<file path="src/rtl/mult_seq.sv">
// mult_seq: 16x16 shift-add multiply sequencer that stalls execute while it runs.
// Optional early termination on an exhausted multiplier: define MULT_EARLY_TERM_EN.
module mult_seq (
  input  logic        clk,
  input  logic        rst,
  input  logic        start,
  input  logic [15:0] opa,
  input  logic [15:0] opb,
  input  logic        signed_op,
  input  logic        flush,
  output logic [15:0] result_lo,
  output logic [15:0] result_hi,
  output logic        busy,
  output logic        done,
  output logic        stall
);

  typedef enum logic [1:0] {IDLE, RUN, DONE} state_t;

  state_t      state;
  logic [31:0] acc;
  logic [31:0] mcand;
  logic [15:0] mplier;
  logic [3:0]  cnt;
  logic        neg;

  logic [15:0] mag_a;
  logic [15:0] mag_b;
  logic [31:0] acc_sum;
  logic        run_exit;

  // Magnitudes of signed operands; 0x8000 negates to itself and is used as unsigned.
  always_comb begin
    mag_a = (signed_op && opa[15]) ? (~opa + 16'd1) : opa;
    mag_b = (signed_op && opb[15]) ? (~opb + 16'd1) : opb;
  end

  always_comb begin
    acc_sum = mplier[0] ? (acc + mcand) : acc;
`ifdef MULT_EARLY_TERM_EN
    run_exit = (cnt == 4'd15) || (mplier[15:1] == 15'd0);
`else
    run_exit = (cnt == 4'd15);
`endif
  end

  assign busy  = (state == RUN);
  assign done  = (state == DONE);
  assign stall = start & ~done & ~flush;

  // A flush in RUN abandons the operation without touching the result registers.
  always_ff @(posedge clk or posedge rst) begin
    if (rst) begin
      state     <= IDLE;
      acc       <= 32'd0;
      mcand     <= 32'd0;
      mplier    <= 16'd0;
      cnt       <= 4'd0;
      neg       <= 1'b0;
      result_lo <= 16'd0;
      result_hi <= 16'd0;
    end else begin
      case (state)
        IDLE: begin
          if (start && !flush) begin
            state  <= RUN;
            acc    <= 32'd0;
            mcand  <= {16'd0, mag_a};
            mplier <= mag_b;
            neg    <= signed_op & (opa[15] ^ opb[15]);
            cnt    <= 4'd0;
          end
        end
        RUN: begin
          if (flush) begin
            state <= IDLE;
          end else begin
            acc    <= acc_sum;
            mcand  <= mcand << 1;
            mplier <= mplier >> 1;
            cnt    <= cnt + 4'd1;
            if (run_exit) begin
              state                  <= DONE;
              {result_hi, result_lo} <= neg ? (~acc_sum + 32'd1) : acc_sum;
            end
          end
        end
        DONE: state <= IDLE;
        default: state <= IDLE;
      endcase
    end
  end

endmodule

</file>
<file path="config.mk">
export PLATFORM = sky130hd
export DESIGN_NAME = mult_seq
export DESIGN_NICKNAME = d
export VERILOG_FILES = /design/src/rtl/mult_seq.sv
export SDC_FILE = /design/constraint.sdc
export NUM_CORES = 1
export LEC_CHECK = 0
export CAP_MARGIN = 0
export CORE_MARGIN = 3
export CORE_UTILIZATION = 59
export CTS_CLUSTER_SIZE = 12
export DETAILED_ROUTE_END_ITERATION = 8
export GPL_TIMING_DRIVEN = 1
export PLACE_DENSITY = 0.8
export SYNTH_ARGS = -nofsm -noshare
export SYNTH_HDL_FRONTEND = slang
export SYNTH_SLANG_ARGS = --single-unit
</file>
<file path="constraint.sdc">
create_clock -name clk -period 6 [get_ports clk]
set_input_delay 1.2 -clock clk [delete_from_list [all_inputs] [get_ports clk]]
set_output_delay 1.2 -clock clk [all_outputs]
set_load 0.02 [all_outputs]
</file>
==> results.toml <==
[global_route]
antenna_found_initial = 0
grt.busiest_layer = "met2"
grt_pass1_wl_um = 34100
grt_pass1_vias = 6957
track_usage = 0.285
met3_usage = 0.0548
grtUsageMet2 = 0.445
globalRouteOverflowTotal = 0
grt_use_met1 = 0.405
grt_max_degree = 67

[synthesis]
syn_inst = 905
syn_area_per_cell_um2 = 8.78
synth_edf_count = 0
syn_nets = 978
async_reset_ff_frac = 1.00
synth_top_flop_cell = "dfrtp_1"
synth-seq-cells = 119
netlist_area_um2 = 7950
ys_warn_count = 0
synth_cell_type_count = 70
seq_area_frac_synth = 0.375

[timing]
slew_viol_final = 0
fin_skew_ns = 0.00603
worst_slew_pin_slew_ns = 1.04
setup_violations = 0
fin_ws_ns = 1.25
period_minus_slack_ns = 4.75
rsz0062_at_grt = "false"
setup_tns_ns = 0
fmax_mhz = 210
period_share = 0.792
hold_viol = 0
max_slew_margin = 0.308

[drt]
first_pass_iters = 5
viasPerCell = 6.33
vias = 7206
drc = 0
wire_per_inst_um = 17.8
drt_iter0_markers = 611
drtAntennaViolNets = 0
wirelength_um = 20200

[placement]
port-buffer-count = 71
gp_congestion = 0.911
dpl-instance-area_um2 = 8760
place_hpwl_um = 14900
dp_slack_ns = 1.39

[clocking]
ctsLongestPathBuffers = 2
cts_setup_buffers = 0
htreeDepth = 4
clk_pin_slew_ns = 0.05
numCtsBuffers = 17
cts_tree = "built"
ctsHoldBuffers = 0
clock_latency_ns = 0.42
cts_sinks = 119
cts_root_buffer = "clkbuf_16"
cts_resized = 0

[worst_setup_path]
start_kind = "flop"
critPathMaxFanout = 25
critical_path_required_ns = 6.30
cp-end-kind = "flop"
r2r_slack_ns = 1.25
crit_arrival_ns = 5.05
worstSetupPathType = "reg -> reg"

[run_status]
status = "finished clean"

[die]
initial_core_util = 0.617
core_um2 = 12900
die_w_um = 122
die-area_um2 = 14900
chipHeight_um = 122
rows = 41
pin_count = 72

[power_and_ir_drop]
power.switching_mw = 1.17
leakagePower_nw = 4.03
swShare = 0.356
power_density_nw_per_um2 = 349
p_int_mw = 2.12
vdd_drop_max_uv = 205
p_comb_frac = 0.350
clkPwrFrac = 0.335
total_power_mw = 3.28
p_seq_frac = 0.314

[finish]
final_cell_mix = "128 x nand2_1, 119 x dfrtp_1, 115 x o21ai_0"
final_common_cell = "nand2_1"
n_antenna_cell = 0
fin_area_um2 = 9400
finalNetCount = 1027
drive_gt1_frac = 0.0621
syn2layout_area_growth_pct = 18.2

[hold_path]
hold_class = "reg -> reg"

[job]
cap_violations = 0
==> critical path, stage by stage (launching register included) <==
cell,delay (ns)
dfrtp_1,0.90
inv_1,0.47
a221o_1,0.43
a311oi_2,0.50
nand4_1,0.18
or2_1,0.27
nand4b_1,0.20
or4_1,0.64
o41a_1,0.52
a21oi_2,0.13
xor2_1,0.09
mux2_2,0.30
==> sequential cells by signal (all words and copies together), names as in the netlist <==
| name | count |
|---|---|
| acc | 32 |
| state | 2 |
| result_hi | 16 |
| mcand | 32 |
| mplier | 16 |
| result_lo | 16 |
| neg | 1 |
| cnt | 4 |
==> metrics by stage <==
step	utilization	hold WS (ns)	cells
after floorplan	-	0.466	905
after global placement	0.681	0.458	1107
after detailed placement	0.681	0.469	1107
after CTS	0.730	0.480	1138
after global routing	0.730	0.504	1138
final	0.730	0.474	1138
==> Yosys cell counts, drive strengths merged, types with 5 or more instances <==
cell type,count,area (µm²)
nand2,129,484
a211oi,5,47.5
a21oi,46,234
inv,15,56.3
ha,35,438
o31ai,17,146
o211ai,9,67.6
mux2i,14,140
buf,9,37.5
nor2b,6,37.5
nand4,11,68.8
a22o,28,245
dfrtp,119,2980
a22oi,31,233
clkbuf,39,146
nand2b,12,75.1
o21a,12,90.1
xor2,40,350
or3,9,56.3
and4,6,52.6
a21boi,6,45.1
nor3,28,140
o21ai,125,626
nor2,35,131
xnor2,34,298
nand3,12,60.1
==> cells by family after synthesis <==
family / synth area share
xor+xnor: 0.0815
simple gates: 0.166
flops: 0.375
mux: 0.0233
fa+ha+maj: 0.0576
buf+inv: 0.0302
compound gates: 0.266
==> power by group through the flow <==
stage | sequential, mW | clock (mW) | combinational, mW
after floorplan | 0.988 | 0 | 0.882
after global placement | 1.03 | 0 | 1.08
after detailed placement | 1.04 | 0 | 1.12
after CTS | 1.03 | 1.11 | 1.13
after global routing | 1.04 | 1.15 | 1.28
final | 1.03 | 1.10 | 1.15
==> per-layer routing <==
metal	vias up	wire length, µm
met4	0	370
met5	-	0
met2	293	9220
li1	3431	-
met1	3447	9110
met3	35	1530
==> worst paths after layout <==
path,to,depth (start not counted),from
hold / removal,result_lo[0],2,result_lo[0]
max in group asynchronous,mplier[2],3,rst
setup / recovery,result_hi[12],11,mplier[0]
hold reg to reg,result_lo[0],2,result_lo[0]
min in group asynchronous,result_lo[3],2,rst
setup reg to reg,result_hi[12],11,mplier[0]
==> layout make-up <==
cell class                 instances  area, µm²
multi-input combinational        723       4750
fill                             978       3480
sequential                       119       2980
timing repair buffer              78        763
clock buffer                      21        460
tap                              172        215
clock inverter                    10        175
inverter                          15       58.8
No activity file was read; power rests on OpenSTA's default activity.
